--- src/rtl/rv_csr_pkg.sv ---
// Shared definitions for the machine-mode CSR / exception block.
// Holds CSR addresses, mstatus/mie/mip bit positions, mcause codes, the
// d_fun_i CSR-op encodings and the read-modify-write helper.
package rv_csr_pkg;

  // CSR addresses
  localparam logic [11:0] CSR_MSTATUS = 12'h300;
  localparam logic [11:0] CSR_MIE     = 12'h304;
  localparam logic [11:0] CSR_MEPC    = 12'h341;
  localparam logic [11:0] CSR_MCAUSE  = 12'h342;
  localparam logic [11:0] CSR_MIP     = 12'h344;
  localparam logic [11:0] CSR_CYCLE   = 12'hC00;
  localparam logic [11:0] CSR_TIME    = 12'hC01;
  localparam logic [11:0] CSR_CYCLEH  = 12'hC80;
  localparam logic [11:0] CSR_TIMEH   = 12'hC81;

  // mstatus / mie / mip bit indices
  localparam int MSTATUS_MIE_BIT  = 3;
  localparam int MSTATUS_MPIE_BIT = 7;
  localparam int MIE_MTIE_BIT     = 7;
  localparam int MIE_MEIE_BIT     = 11;
  localparam int MIP_MTIP_BIT     = 7;
  localparam int MIP_MEIP_BIT     = 11;

  // Only the two interrupt-enable bits of mie exist
  localparam logic [31:0] MIE_WMASK = 32'h0000_0880;

  // mcause values for the two interrupt sources
  localparam logic [31:0] MCAUSE_IRQ_EXT   = 32'h8000_000B;
  localparam logic [31:0] MCAUSE_IRQ_TIMER = 32'h8000_0007;

  // d_fun_i encodings: bit 2 selects the immediate source, bits [1:0] the op
  localparam logic [2:0] FUN_CSRRW  = 3'b001;
  localparam logic [2:0] FUN_CSRRS  = 3'b010;
  localparam logic [2:0] FUN_CSRRC  = 3'b011;
  localparam logic [2:0] FUN_CSRRWI = 3'b101;
  localparam logic [2:0] FUN_CSRRSI = 3'b110;
  localparam logic [2:0] FUN_CSRRCI = 3'b111;
  localparam int         FUN_IMM_BIT = 2;

  localparam logic [1:0] CSR_OP_NONE  = 2'b00;
  localparam logic [1:0] CSR_OP_WRITE = 2'b01;
  localparam logic [1:0] CSR_OP_SET   = 2'b10;
  localparam logic [1:0] CSR_OP_CLEAR = 2'b11;

  // New CSR value from the old value and the operand
  function automatic logic [31:0] csr_alu(input logic [1:0]  op,
                                          input logic [31:0] old_val,
                                          input logic [31:0] src);
    logic [31:0] res;
    res = old_val;
    case (op)
      CSR_OP_WRITE: res = src;
      CSR_OP_SET:   res = old_val | src;
      CSR_OP_CLEAR: res = old_val & ~src;
      default:      res = old_val;
    endcase
    return res;
  endfunction

endpackage

--- src/rtl/rv_csr_trap.sv ---
// Trap state for the machine-mode CSR block: mstatus (MIE/MPIE), mepc,
// mcause and the sticky timer-pending flag MTIP, plus trap entry and
// return-from-trap updates.
// Ports:
//   clk_i, rst_n_i   clock, synchronous active-low reset
//   trap_i           take a trap this edge (already qualified with stall)
//   trap_ext_i       external interrupt is pending-and-enabled (cause select)
//   pc_i             PC of the trapped instruction
//   eret_i           execute return-from-trap this edge (fully qualified)
//   csr_we_i         CSR write commits this edge (fully qualified)
//   csr_sel_i        CSR address of the write
//   csr_wdata_i      value being written
//   tick_i           timer tick pulse, sets MTIP regardless of stall
//   st_mie_o/st_mpie_o, mepc_o, mcause_o, mtip_o   current state
module rv_csr_trap
  import rv_csr_pkg::*;
(
  input  logic        clk_i,
  input  logic        rst_n_i,
  input  logic        trap_i,
  input  logic        trap_ext_i,
  input  logic [31:0] pc_i,
  input  logic        eret_i,
  input  logic        csr_we_i,
  input  logic [11:0] csr_sel_i,
  input  logic [31:0] csr_wdata_i,
  input  logic        tick_i,
  output logic        st_mie_o,
  output logic        st_mpie_o,
  output logic [31:0] mepc_o,
  output logic [31:0] mcause_o,
  output logic        mtip_o
);

  logic        st_mie_q, st_mie_d;
  logic        st_mpie_q, st_mpie_d;
  logic [31:0] mepc_q, mepc_d;
  logic [31:0] mcause_q, mcause_d;
  logic        mtip_q, mtip_d;

  // Trap entry outranks return-from-trap, which outranks a CSR write.
  // In practice the callers make them mutually exclusive.
  always_comb begin
    st_mie_d  = st_mie_q;
    st_mpie_d = st_mpie_q;
    mepc_d    = mepc_q;
    mcause_d  = mcause_q;
    if (trap_i) begin
      mepc_d    = pc_i & ~32'h3;
      st_mpie_d = st_mie_q;
      st_mie_d  = 1'b0;
      mcause_d  = trap_ext_i ? MCAUSE_IRQ_EXT : MCAUSE_IRQ_TIMER;
    end else if (eret_i) begin
      st_mie_d  = st_mpie_q;
      st_mpie_d = 1'b1;
    end else if (csr_we_i) begin
      case (csr_sel_i)
        CSR_MSTATUS: begin
          st_mie_d  = csr_wdata_i[MSTATUS_MIE_BIT];
          st_mpie_d = csr_wdata_i[MSTATUS_MPIE_BIT];
        end
        CSR_MEPC:   mepc_d   = csr_wdata_i & ~32'h3;
        CSR_MCAUSE: mcause_d = csr_wdata_i;
        default: ;
      endcase
    end
  end

  // MTIP: a tick always sets it (even during stall) and beats a
  // simultaneous software clear.
  always_comb begin
    mtip_d = mtip_q;
    if (csr_we_i && (csr_sel_i == CSR_MIP) && !csr_wdata_i[MIP_MTIP_BIT])
      mtip_d = 1'b0;
    if (tick_i)
      mtip_d = 1'b1;
  end

  always_ff @(posedge clk_i) begin
    if (!rst_n_i) begin
      st_mie_q  <= 1'b0;
      st_mpie_q <= 1'b0;
      mepc_q    <= 32'h0;
      mcause_q  <= 32'h0;
      mtip_q    <= 1'b0;
    end else begin
      st_mie_q  <= st_mie_d;
      st_mpie_q <= st_mpie_d;
      mepc_q    <= mepc_d;
      mcause_q  <= mcause_d;
      mtip_q    <= mtip_d;
    end
  end

  assign st_mie_o  = st_mie_q;
  assign st_mpie_o = st_mpie_q;
  assign mepc_o    = mepc_q;
  assign mcause_o  = mcause_q;
  assign mtip_o    = mtip_q;

endmodule

--- src/rtl/rv_csr_exceptions.sv ---
// Machine-mode CSR file with interrupt/exception handling for a simple
// in-order RISC-V pipeline. CSR decode, read mux and read-modify-write
// live here; trap state lives in rv_csr_trap.
// Optional feature: define RV_CSR_COUNTERS_EN to expose the read-only
// cycle/time/cycleh/timeh counters; otherwise those addresses read 0.
// Ports:
//   clk_i, rst_n_i                 clock, synchronous active-low reset
//   x_stall_i, x_kill_i            stage stall / kill
//   d_valid_i, d_is_csr_i, d_is_eret_i   instruction qualifiers
//   d_fun_i, d_csr_imm_i, d_csr_sel_i    CSR op, immediate, address
//   d_rs1_i, d_pc_i                rs1 value, instruction PC
//   exp_irq_i, exp_tick_i          external IRQ level, timer tick pulse
//   csr_time_i, csr_cycles_i       free-running 40-bit counters
//   x_rd_o                         old CSR value (combinational)
//   x_exception_o                  interrupt trap taken (combinational)
//   x_exception_pc_o               mepc
module rv_csr_exceptions #(
  parameter logic [31:0] g_mie_reset = 32'h0
) (
  input  logic        clk_i,
  input  logic        rst_n_i,
  input  logic        x_stall_i,
  input  logic        x_kill_i,
  input  logic        d_valid_i,
  input  logic        d_is_csr_i,
  input  logic        d_is_eret_i,
  input  logic [2:0]  d_fun_i,
  input  logic [4:0]  d_csr_imm_i,
  input  logic [11:0] d_csr_sel_i,
  input  logic [31:0] d_rs1_i,
  input  logic [31:0] d_pc_i,
  input  logic        exp_irq_i,
  input  logic        exp_tick_i,
  input  logic [39:0] csr_time_i,
  input  logic [39:0] csr_cycles_i,
  output logic [31:0] x_rd_o,
  output logic        x_exception_o,
  output logic [31:0] x_exception_pc_o
);

  import rv_csr_pkg::*;

  logic [31:0] mie_q, mie_d;
  logic        st_mie, st_mpie, mtip;
  logic [31:0] mepc, mcause;
  logic [31:0] mip, mstatus;
  logic [31:0] src, old_val, new_val;
  logic        csr_we, eret_ok, trap_take, ext_pending;

  always_comb begin
    mstatus = 32'h0;
    mstatus[MSTATUS_MIE_BIT]  = st_mie;
    mstatus[MSTATUS_MPIE_BIT] = st_mpie;
    mip = 32'h0;
    mip[MIP_MEIP_BIT] = exp_irq_i;
    mip[MIP_MTIP_BIT] = mtip;
  end

  // Read mux: always returns the pre-update value
  always_comb begin
    old_val = 32'h0;
    case (d_csr_sel_i)
      CSR_MSTATUS: old_val = mstatus;
      CSR_MIE:     old_val = mie_q;
      CSR_MEPC:    old_val = mepc;
      CSR_MCAUSE:  old_val = mcause;
      CSR_MIP:     old_val = mip;
`ifdef RV_CSR_COUNTERS_EN
      CSR_CYCLE:   old_val = csr_cycles_i[31:0];
      CSR_TIME:    old_val = csr_time_i[31:0];
      CSR_CYCLEH:  old_val = {24'h0, csr_cycles_i[39:32]};
      CSR_TIMEH:   old_val = {24'h0, csr_time_i[39:32]};
`endif
      default:     old_val = 32'h0;
    endcase
  end

`ifndef RV_CSR_COUNTERS_EN
  logic unused_counters;
  assign unused_counters = ^{csr_time_i, csr_cycles_i};
`endif

  assign x_rd_o = old_val;

  assign src     = d_fun_i[FUN_IMM_BIT] ? {27'h0, d_csr_imm_i} : d_rs1_i;
  assign new_val = csr_alu(d_fun_i[1:0], old_val, src);

  // Interrupt: globally enabled and at least one source pending-and-enabled
  assign x_exception_o = d_valid_i & ~x_kill_i & st_mie & (|(mip & mie_q));
  assign ext_pending   = exp_irq_i & mie_q[MIE_MEIE_BIT];
  assign trap_take     = x_exception_o & ~x_stall_i;

  assign csr_we  = d_is_csr_i & d_valid_i & ~x_kill_i & ~x_stall_i & ~x_exception_o
                   & (d_fun_i[1:0] != CSR_OP_NONE);
  assign eret_ok = d_is_eret_i & d_valid_i & ~x_kill_i & ~x_stall_i & ~x_exception_o;

  always_comb begin
    mie_d = mie_q;
    if (csr_we && (d_csr_sel_i == CSR_MIE))
      mie_d = new_val & MIE_WMASK;
  end

  always_ff @(posedge clk_i) begin
    if (!rst_n_i) mie_q <= g_mie_reset & MIE_WMASK;
    else          mie_q <= mie_d;
  end

  rv_csr_trap u_trap (
    .clk_i       (clk_i),
    .rst_n_i     (rst_n_i),
    .trap_i      (trap_take),
    .trap_ext_i  (ext_pending),
    .pc_i        (d_pc_i),
    .eret_i      (eret_ok),
    .csr_we_i    (csr_we),
    .csr_sel_i   (d_csr_sel_i),
    .csr_wdata_i (new_val),
    .tick_i      (exp_tick_i),
    .st_mie_o    (st_mie),
    .st_mpie_o   (st_mpie),
    .mepc_o      (mepc),
    .mcause_o    (mcause),
    .mtip_o      (mtip)
  );

  assign x_exception_pc_o = mepc;

endmodule

--- config.mk ---
export PLATFORM = sky130hd
export DESIGN_NAME = rv_csr_exceptions
export DESIGN_NICKNAME = d
export VERILOG_FILES = /design/src/rtl/rv_csr_pkg.sv /design/src/rtl/rv_csr_trap.sv /design/src/rtl/rv_csr_exceptions.sv
export SDC_FILE = /design/constraint.sdc
export NUM_CORES = 1
export LEC_CHECK = 0
export ABC_AREA = 1
export BUFFER_PORTS_ARGS = -buffer_cell sky130_fd_sc_hd__buf_2
export CAP_MARGIN = 5
export CORE_MARGIN = 5
export CORE_UTILIZATION = 40
export CTS_CLUSTER_SIZE = 25
export DETAILED_ROUTE_END_ITERATION = 7
export PLACE_DENSITY = 0.77
export SLEW_MARGIN = 30
export SYNTH_ARGS = -nofsm -noshare
export SYNTH_HDL_FRONTEND = slang
export SYNTH_SLANG_ARGS = --single-unit
--- constraint.sdc ---
create_clock -name clk_i -period 1.6 [get_ports clk_i]
set_clock_uncertainty 0.2 [all_clocks]
set_input_delay 0.24 -clock clk_i [delete_from_list [all_inputs] [get_ports clk_i]]
set_output_delay 0.24 -clock clk_i [all_outputs]
set_load 0.01 [all_outputs]
After elaboration in Yosys (flattened, before gate mapping)
Cells that the tools add are included.
{"block": "classes", "n_eq_ne": 9, "muxes": 21, "bitwise_logic": 22, "reduce_logical": 19}
{"operator": "32-bit two-way mux", "n": 9}
{"operator": "32-bit case mux with 5 select lines", "n": 1}
{"operator": "32-bit case mux with 3 select lines", "n": 1}
{"operator": "12-bit by 10-bit equality test with 1-bit output, second input constant", "n": 5}
{"operator": "32-bit bitwise AND", "n": 1}
{"operator": "32-bit inverter", "n": 1}
{"operator": "32-bit OR", "n": 1}
{"operator": "32-bit OR reduction", "n": 1}
{"operator": "1-bit bitwise AND", "n": 14}
{"operator": "2-bit nonzero test", "n": 7}
{"operator": "12-bit bitwise AND", "n": 1}
{"operator": "1-bit two-way mux", "n": 9}
{"operator": "3-bit AND reduction", "n": 2}
{"operator": "3-bit nonzero test", "n": 2}
{"operator": "2-bit equality test, second input constant", "n": 2}
{"operator": "4-bit two-way mux", "n": 1}
{"operator": "1-bit inverter", "n": 4}
{"operator": "2-bit AND reduction", "n": 2}
{"operator": "1-bit logical AND", "n": 3}
{"operator": "2-bit by 1-bit equality test with 1-bit output, second input constant", "n": 1}
{"operator": "2-bit by 1-bit inequality test with 1-bit output, second input constant", "n": 1}
{"operator": "2-bit OR reduction", "n": 1}
{"operator": "1-bit logical NOT", "n": 1}
{"block": "word_totals", "reg_bits": 67, "input_bits": 173, "output_inout_bits": 65, "wordCells": 77}

Longest topological paths before layout
Gate-level depths: netlist of run 1.
{"block": "depth", "ltp_word": 11, "depth_mapped": 13, "mapped_depth_nobuf": 12}

Cells and area by module
Synthesis of run 1 repeated with hierarchy kept, for this count alone.
{"block": "hier_totals", "hier_cells": 762, "area_unflattened_um2": 5043.6}
{"mod": "rv_csr_trap", "instances": 1, "cells_per_inst": 442, "area_each_um2": 3143.0, "seq_area_each_um2": 1301.2}
{"mod": "rv_csr_exceptions", "instances": 1, "cells_per_inst": 320, "area_each_um2": 1900.6, "seq_area_each_um2": 40.0}

Least setup slack after synthesis of run 1
Ideal clock, no wire load.
{"block": "synth_timing", "path_kind": "reg-to-reg", "start": "register mie_q[7]", "end": "register u_trap.mepc_q[21], in the netlist u_trap.mepc_o[21]", "setup_ns": 0.126, "t_arrival_ns": 1.451, "required_time_ns": 1.274, "setup_slack_ns": -0.177, "path_stages_with_launch": 12, "synth_period_minus_slack_ns": 1.777, "cell_sequence": "dfxtp_1 > nand2_1 > nand2_1 > nand2_1 > nor2_2 > nand2_2 > nand2_2 > nand3_2 > buf_4 > buf_6 > a21oi_1 > a21oi_1"}
{"block": "synth_between", "elab_chain_cells": 8, "word_cells_on_any_way": 13}
{"element": "from (decl)", "line_no": "rv_csr_exceptions.sv:43", "source": "logic [31:0] mie_q, mie_d;"}
{"element": "from (signal assigned)", "line_no": "rv_csr_exceptions.sv:104", "source": "if (!rst_n_i) mie_q <= g_mie_reset & MIE_WMASK;"}
{"element": "from (signal assigned)", "line_no": "rv_csr_exceptions.sv:105", "source": "else mie_q <= mie_d;"}
{"element": "12-bit bitwise AND (*)", "line_no": "rv_csr_exceptions.sv:89", "source": "assign x_exception_o = d_valid_i & ~x_kill_i & st_mie & (|(mip & mie_q));"}
{"element": "32-bit OR reduction (*)", "line_no": "rv_csr_exceptions.sv:89"}
{"element": "1-bit bitwise AND (*)", "line_no": "rv_csr_exceptions.sv:89"}
{"element": "named net x_exception_o", "line_no": "rv_csr_exceptions.sv:37", "source": "output logic x_exception_o,"}
{"element": "1-bit inverter", "line_no": "rv_csr_exceptions.sv:93, rv_csr_exceptions.sv:95"}
{"element": "1-bit bitwise AND", "line_no": "rv_csr_exceptions.sv:93", "source": "assign csr_we = d_is_csr_i & d_valid_i & ~x_kill_i & ~x_stall_i & ~x_exception_o"}
{"element": "1-bit bitwise AND", "line_no": "rv_csr_exceptions.sv:94", "source": "& (d_fun_i[1:0] != CSR_OP_NONE);"}
{"element": "2-bit nonzero test (no source line)"}
{"element": "3-bit AND reduction (no source line)"}
{"element": "to (signal assigned)", "line_no": "rv_csr_trap.sv:89", "source": "mepc_q <= mepc_d;"}
{"element": "to (decl)", "line_no": "rv_csr_trap.sv:37", "source": "logic [31:0] mepc_q, mepc_d;"}
The timed path passes the listed nets; every way through them passes the cells marked *.
A chain may end at the register's enable or synchronous reset.

Final worst setup path of run 1
{"block": "layout_timing", "start": "register mie_q[11]", "end": "register u_trap.mcause_q[8], in the netlist u_trap.mcause_o[8]"}
{"block": "layout_between", "elab_chain_cells": 8, "word_cells_on_any_way": 13}
{"element": "12-bit bitwise AND (*)", "line_no": "rv_csr_exceptions.sv:89"}
{"element": "32-bit OR reduction (*)", "line_no": "rv_csr_exceptions.sv:89"}
{"element": "1-bit bitwise AND (*)", "line_no": "rv_csr_exceptions.sv:89"}
{"element": "1-bit inverter", "line_no": "rv_csr_exceptions.sv:93, rv_csr_exceptions.sv:95"}
{"element": "1-bit bitwise AND", "line_no": "rv_csr_exceptions.sv:93"}
{"element": "1-bit bitwise AND", "line_no": "rv_csr_exceptions.sv:94"}
{"element": "2-bit nonzero test (no source line)"}
{"element": "3-bit AND reduction (no source line)"}
{"element": "to (signal assigned)", "line_no": "rv_csr_trap.sv:90", "source": "mcause_q <= mcause_d;"}
{"element": "to (decl)", "line_no": "rv_csr_trap.sv:38", "source": "logic [31:0] mcause_q, mcause_d;"}
Mark *: on every way between the ends. The rest lies on a longest branch, timed or not.

==> flow_metrics.env, run 1 <==
export IMPL_hold_depth=3
export IMPL_fp_dieH_um=110.9
export IMPL_die_x_um=110.9
export IMPL_yosys_area_share_simple_pct=25.88
export IMPL_met3WireLength_mm=1.590
export IMPL_period_needed_ns=1.899
export IMPL_finalHoldViolCount=0
export IMPL_reg2reg_depth=10
export IMPL_dieArea_mm2=0.01231
export IMPL_setup_violations=100
export IMPL_clock_root_buffer="clkbuf_8"
export IMPL_synth_area_mm2=0.004075
export IMPL_nets=1051
export IMPL_cts_tree="yes"
export IMPL_final_cell_mix="116 x buf_2, 99 x a21oi_1, 85 x nand2_1"
export IMPL_max_vdd_ir_drop_mv=0.4514
export IMPL_grt_pass1_wl_mm=25.51
export IMPL_initial_utilization_pct=41.31
export IMPL_ys_seq_area_share_pct=32.91
export IMPL_grt_antenna_before_repair=0
export IMPL_fmax_mhz=526.6
export IMPL_gp_congestion=0.9088
export IMPL_critical_path_class="reg2reg"
export IMPL_path_clk_slew_ns=0.07
export IMPL_crit_chain="nand2_2 > nand2_2 > nand2_4 > nand4_1 > nand2_4 > nand3_4 > clkinv_8 > clkbuf_16 > o21ai_0 > a21oi_1"
export IMPL_cp_required_ns=1.62
export IMPL_ant_nets=0
export IMPL_final_common_cell="buf_2"
export IMPL_clock_path_buffers=2
export IMPL_synthTopCellsByArea="dfxtp_1 33%, a21oi_1 17%, nand2_1 13%"
export IMPL_first_global_vias=5299
export IMPL_yosys_warnings=0
export IMPL_cp_arrival_ns=1.92
export IMPL_ys_ff_latch=67
export IMPL_start_kind="register"
export IMPL_core_area_mm2=0.009864
export IMPL_final_util_pct=73.59
export IMPL_setup_slack_ns=-0.2991
export IMPL_rsz0062_at_grt="true"
export IMPL_insertion_delay_ns=0.34
export IMPL_highest_layer="met4"
export IMPL_power_density_mw_per_mm2=508.0
export IMPL_cts_buffers_inserted=9
export IMPL_finalPower_mw=3.688
export IMPL_synthMuxAreaShare_pct=0
export IMPL_maxCapViolCount=0
export IMPL_finalMaxSlewViolations=0
export IMPL_p_leak_nw=3.711
export IMPL_crit_buf_inv=2
export IMPL_status="finished with violations"
export IMPL_synth_fa_ha_area_share_pct=0
export IMPL_layout_drive_gt1_share_pct=47.28
export IMPL_fin_crit_sh_pct=118.7
export IMPL_first_pass_iters=5
export IMPL_rows=36
export IMPL_synth_top_area_share_pct=32.91
export IMPL_cp_end_kind="register"
export IMPL_n_fill_cell=695
export IMPL_synth_top_family_by_area="compound AO/OA/AOI/OAI gates"
export IMPL_violations="negative setup slack"
export IMPL_cp_slowest_stage_delay_ns=0.36
export IMPL_synth_xor_area_share_pct=0
export IMPL_syn_inst=643
export IMPL_port_buffers=153
export IMPL_io_pins=238
export IMPL_yosysTopAreaCell="dfxtp_1"
export IMPL_hold_path_class="in2reg"
export IMPL_yosysUniqueCellTypes=29
export IMPL_htree_num_levels=3
export IMPL_m1WireLength_mm=6.972
export IMPL_crit_cells=10
export IMPL_post_dp_hpwl_mm=10.37
export IMPL_drc_errors=0
export IMPL_routed_wl_mm=17.63
export IMPL_cts_sinks=67
export IMPL_cp_top_family="simple AND/OR/NAND/NOR gates"
export IMPL_crit_path_max_fanout=9
export IMPL_drtIter0Drc=394
export IMPL_diodes=0
export IMPL_grt_usage_pct=24.91
export IMPL_area_growth_syn_to_layout_pct=78.14
export IMPL_met2_length_mm=8.560
export IMPL_grt_overflow=0
export IMPL_num_vias=5617
export IMPL_avgSynthCellArea_um2=6.338
export IMPL_avgRoutedWirePerCell_um=17.37
export IMPL_vias_per_cell=5.534
export IMPL_synth_compound_area_share_pct=31.59
export IMPL_cp_slowest_cell="dfxtp_2"
export IMPL_grt_max_degree=40
worst paths after layout:
path         slack (ns)                               to                             from
max               -0.30  u_trap.mcause_o[8]$_SDFFE_PN0P_           mie_q[11]$_SDFFE_PN0P_
min                0.01   u_trap.mepc_o[14]$_SDFFE_PN0P_                       d_pc_i[14]
min reg2reg        0.30  u_trap.mcause_o[3]$_SDFFE_PN0P_  u_trap.mcause_o[3]$_SDFFE_PN0P_
max reg2reg       -0.30  u_trap.mcause_o[8]$_SDFFE_PN0P_           mie_q[11]$_SDFFE_PN0P_
cell usage after synthesis:
library cell,instances
a21oi_2,10
a31oi_1,3
inv_2,5
nor2_4,2
buf_2,20
buf_4,7
dfxtp_1,67
o21ai_1,32
or2_4,1
clkinv_1,2
inv_1,25
nand3_2,2
or2_2,1
nand4_1,1
clkbuf_2,1
buf_8,1
nand2_1,140
o21ai_0,66
clkinv_2,1
clkbuf_1,15
a211oi_1,1
nor2_1,44
nand3_1,40
a21oi_1,135
conb_1,1
buf_6,3
nor2_2,3
o211ai_1,1
nand2_2,13
layout make-up:
cell class / instances / area (um^2) / share of cell area (%)
sequential: 67 / 1345 / 18.53
tap: 133 / 166.4 / 2.292
inverter: 33 / 158.9 / 2.189
multi-input combinational: 497 / 3018 / 41.57
clock inverter: 2 / 35.03 / 0.4826
clock buffer: 13 / 158.9 / 2.189
timing repair buffer: 270 / 2377 / 32.75
metrics by stage:
step	TNS (ns)	cells	hold WS (ns)	setup WS, ns	instance area, um^2
after detailed placement	-22.88	933	0.2723	-0.3309	5370
after floorplan	-0.8576	644	0.1665	-0.07686	4192
after global placement	-21.56	933	0.2701	-0.3015	5370
after global routing	-28.55	1015	0.02348	-0.3737	7259
final	-22.43	1015	0.01417	-0.2991	7259
after CTS	-15.28	992	0.006683	-0.2092	6391
state kept, by name, indices dropped and copies added, names as in the netlist:
name	flops
mie_q	2
u_trap.st_mie_o	1
u_trap.mcause_o	32
u_trap.mtip_o	1
u_trap.mepc_o	30
u_trap.st_mpie_o	1
cells by family after synthesis:
family / after synthesis
AOI/OAI and AO/OA: 248
and+or+nand+nor: 247
buffers and inverters: 80
DFF: 67
other: 1
repair_timing:
action / 4_1_cts / 5_1_grt
cloned: 4 / 7
endpoints found under the hold margin: 27 / 0
hold buffers: 27 / 0
pin swaps: 20 / 20
buffers inserted: 13 / 18
resized for setup: 86 / 150
endpoints found under the setup margin: 99 / 100
tightest hold or removal path, cell delays in order:
cell	delay, ns
buf_2	0.10
a21oi_2	0.05
a21oi_1	0.13
power breakdown:
group,total (mW),internal [mW],switching (mW)
Combinational,0.562,0.261,0.301
Clock,1.45,0.797,0.656
Sequential,1.67,1.67,0.00283
Total,3.69,2.73,0.960
metal layers:
metal	GRT usage, %	vias to the layer above
met1	31.28	2612
met5	0	-
met2	41.79	311
met4	7.964	0
li1	-	2643
met3	6.277	51
Power figures use the tool's default switching activity.
==> run 2, diff against run 1 <==
--- a/config.mk
+++ b/config.mk
@@ -13,6 +13,7 @@
 export CTS_CLUSTER_SIZE = 25
 export DETAILED_ROUTE_END_ITERATION = 7
 export PLACE_DENSITY = 0.77
+export REMOVE_ABC_BUFFERS = 1
 export SLEW_MARGIN = 30
 export SYNTH_ARGS = -nofsm -noshare
 export SYNTH_HDL_FRONTEND = slang
==> run 2 against run 1 <==
- the run ends with negative hold slack, negative setup slack left
- via count increased by 3.5%
- sequential share of layout area decreased by 0.13 points
- critical endpoint is now u_trap.st_mpie_o$_SDFFE_PN0P_
- wire length increased by 6.2%
- highest routed layer unchanged
- critical path type unchanged
==> flow_metrics.env, run 2 (synthesis gave the netlist of run 1 again) <==
export IMPL_status="finished with violations"
export IMPL_violations="negative hold slack, negative setup slack"
export IMPL_gp_congestion=0.8805
export IMPL_switching_share_pct=28.17
export IMPL_clockPowerShare_pct=39.9
export IMPL_cts_buffers_inserted=9
export IMPL_path_clk_slew_ns=0.09
export IMPL_num_vias=5812
export IMPL_grt_antenna_before_repair=0
export IMPL_cts_tree="yes"
export IMPL_hold_path_class="in2reg"
export IMPL_grt_overflow=0
export IMPL_power_frac_comb_pct=15.4
export IMPL_finalPower_mw=3.742
export IMPL_start_kind="register"
export IMPL_grt_usage_pct=24.46
export IMPL_power_switching_mw=1.054
export IMPL_first_pass_iters=6
export IMPL_fin_tns_setup_ns=-18.01
export IMPL_fmax_mhz=529.4
export IMPL_rsz0062_at_grt="true"
export IMPL_layout_drive_gt1_share_pct=48.19
export IMPL_avgRoutedWirePerCell_um=18.41
export IMPL_grt_max_degree=38
export IMPL_hold_worst_slack_ns=-0.0007662
export IMPL_diodes=0
export IMPL_max_vdd_ir_drop_mv=0.4192
export IMPL_htree_num_levels=3
export IMPL_crit_path_max_fanout=3
export IMPL_insertion_delay_ns=0.35
export IMPL_vias_per_cell=5.715
export IMPL_nets=1052
export IMPL_finalMaxSlewViolations=0
export IMPL_setup_slack_ns=-0.2889
export IMPL_finalHoldViolCount=1
export IMPL_cp_end_kind="register"
export IMPL_dieArea_mm2=0.01231
export IMPL_final_cells=1017
export IMPL_largest_reg_flops=32
export IMPL_maxCapViolCount=0
export IMPL_fin_crit_sh_pct=118.1
export IMPL_clock_root_buffer="clkbuf_8"
export IMPL_critical_path_class="reg2reg"
export IMPL_routed_wl_mm=18.73
export IMPL_cts_sinks=67
export IMPL_area_growth_syn_to_layout_pct=79.40
export IMPL_dpl_instance_area_mm2=0.005266
export IMPL_power_density_mw_per_mm2=511.8
export IMPL_period_needed_ns=1.889
export IMPL_cp_arrival_ns=1.92
export IMPL_io_pins=238
export IMPL_setup_violations=99
export IMPL_cp_required_ns=1.63
export IMPL_die_x_um=110.9
export IMPL_rows=36
export IMPL_first_global_vias=5198
export IMPL_fp_dieH_um=110.9
export IMPL_ant_nets=0
export IMPL_p_leak_nw=3.614
export IMPL_final_common_cell="buf_2"
export IMPL_core_area_mm2=0.009864
export IMPL_final_cell_mix="126 x buf_2, 102 x a21oi_1, 91 x nand2_1"
export IMPL_port_buffers=153
export IMPL_drtIter0Drc=585
export IMPL_grt_pass1_wl_mm=25.19
export IMPL_clock_path_buffers=2
export IMPL_dp_cells=932
export IMPL_drc_errors=0
export IMPL_post_dp_hpwl_mm=10.33
export IMPL_p_int_mw=2.687
export IMPL_initial_utilization_pct=41.31
export IMPL_seqPwrFrac_pct=44.7
export IMPL_finalInstanceArea_mm2=0.007311
[run 2: cell count changes in the layout (fill, tap and decap cells not counted), sizes merged]
cell	change
inv	+1
dlygate4sd3	+2
clkinv	-1
clkinvlp	+4
clkbuf	-4
[run 2: repair_timing]
| item | 4_1_cts | 5_1_grt |
|---|---|---|
| hold buffers | 29 | 0 |
| buffers inserted | 9 | 23 |
| gates resized for setup | 107 | 185 |
| hold endpoints to repair | 29 | 0 |
| endpoints found under the setup margin | 99 | 100 |
| pin swaps | 18 | 36 |
| gates cloned | 5 | 5 |
[run 2: per-stage QoR]
| step | utilization, % | hold slack, ns | setup slack (ns) |
|---|---|---|---|
| floorplan | - | 0.1740 | -0.7601 |
| global placement | 53.39 | 0.2611 | -0.2808 |
| detailed placement | 53.39 | 0.2575 | -0.3002 |
| CTS | 63.89 | 0.002131 | -0.1837 |
| global route | 74.11 | -0.009706 | -0.3381 |
| finish | 74.11 | -0.0007662 | -0.2889 |
[run 2: power by group through the flow]
| stage | sequential (mW) | combinational (mW) | clock [mW] |
|---|---|---|---|
| 2_1_floorplan | 1.71 | 0.181 | 0 |
| 3_5_place_dp | 1.71 | 0.429 | 0 |
| 6_report | 1.67 | 0.577 | 1.49 |
| 3_3_place_gp | 1.71 | 0.428 | 0 |
| 4_1_cts | 1.67 | 0.504 | 1.50 |
| 5_1_grt | 1.67 | 0.618 | 1.57 |
[run 2: critical path: stages, from the launching register on]
cell and delay (ns):
dfxtp_2 0.33, nand2_2 0.08, nand2_2 0.07, nand2_4 0.09
nand4_1 0.21, buf_4 0.22, buf_6 0.13, nor2_4 0.09
inv_2 0.06, a211oi_2 0.20, a21oi_1 0.10
[run 2: final cells by class]
type                       count  area, um^2
clock inverter                 6       65.06
timing repair buffer         271        2328
tap                          133       166.4
sequential                    67        1345
multi-input combinational    497        3107
fill                         672        2554
clock buffer                  10       137.6
inverter                      33       161.4
[run 2: final timing paths]
path	start	to	slack (ns)	cells past startpoint
worst max register to register	mie_q[11]$_SDFFE_PN0P_	u_trap.st_mpie_o$_SDFFE_PN0P_	-0.29	10
worst min register to register	u_trap.mcause_o[11]$_SDFFE_PN0P_	u_trap.mcause_o[11]$_SDFFE_PN0P_	0.33	2
worst max-delay path	mie_q[11]$_SDFFE_PN0P_	u_trap.st_mpie_o$_SDFFE_PN0P_	-0.29	10
worst min-delay path	d_pc_i[30]	u_trap.mepc_o[30]$_SDFFE_PN0P_	-0.0008	3
[run 2: layer usage]
metal / wire length [um] / track usage (%)
met4: 514 / 6.979
met2: 9402 / 41.30
met1: 6981 / 31.40
met5: 0 / 0
met3: 1829 / 5.240
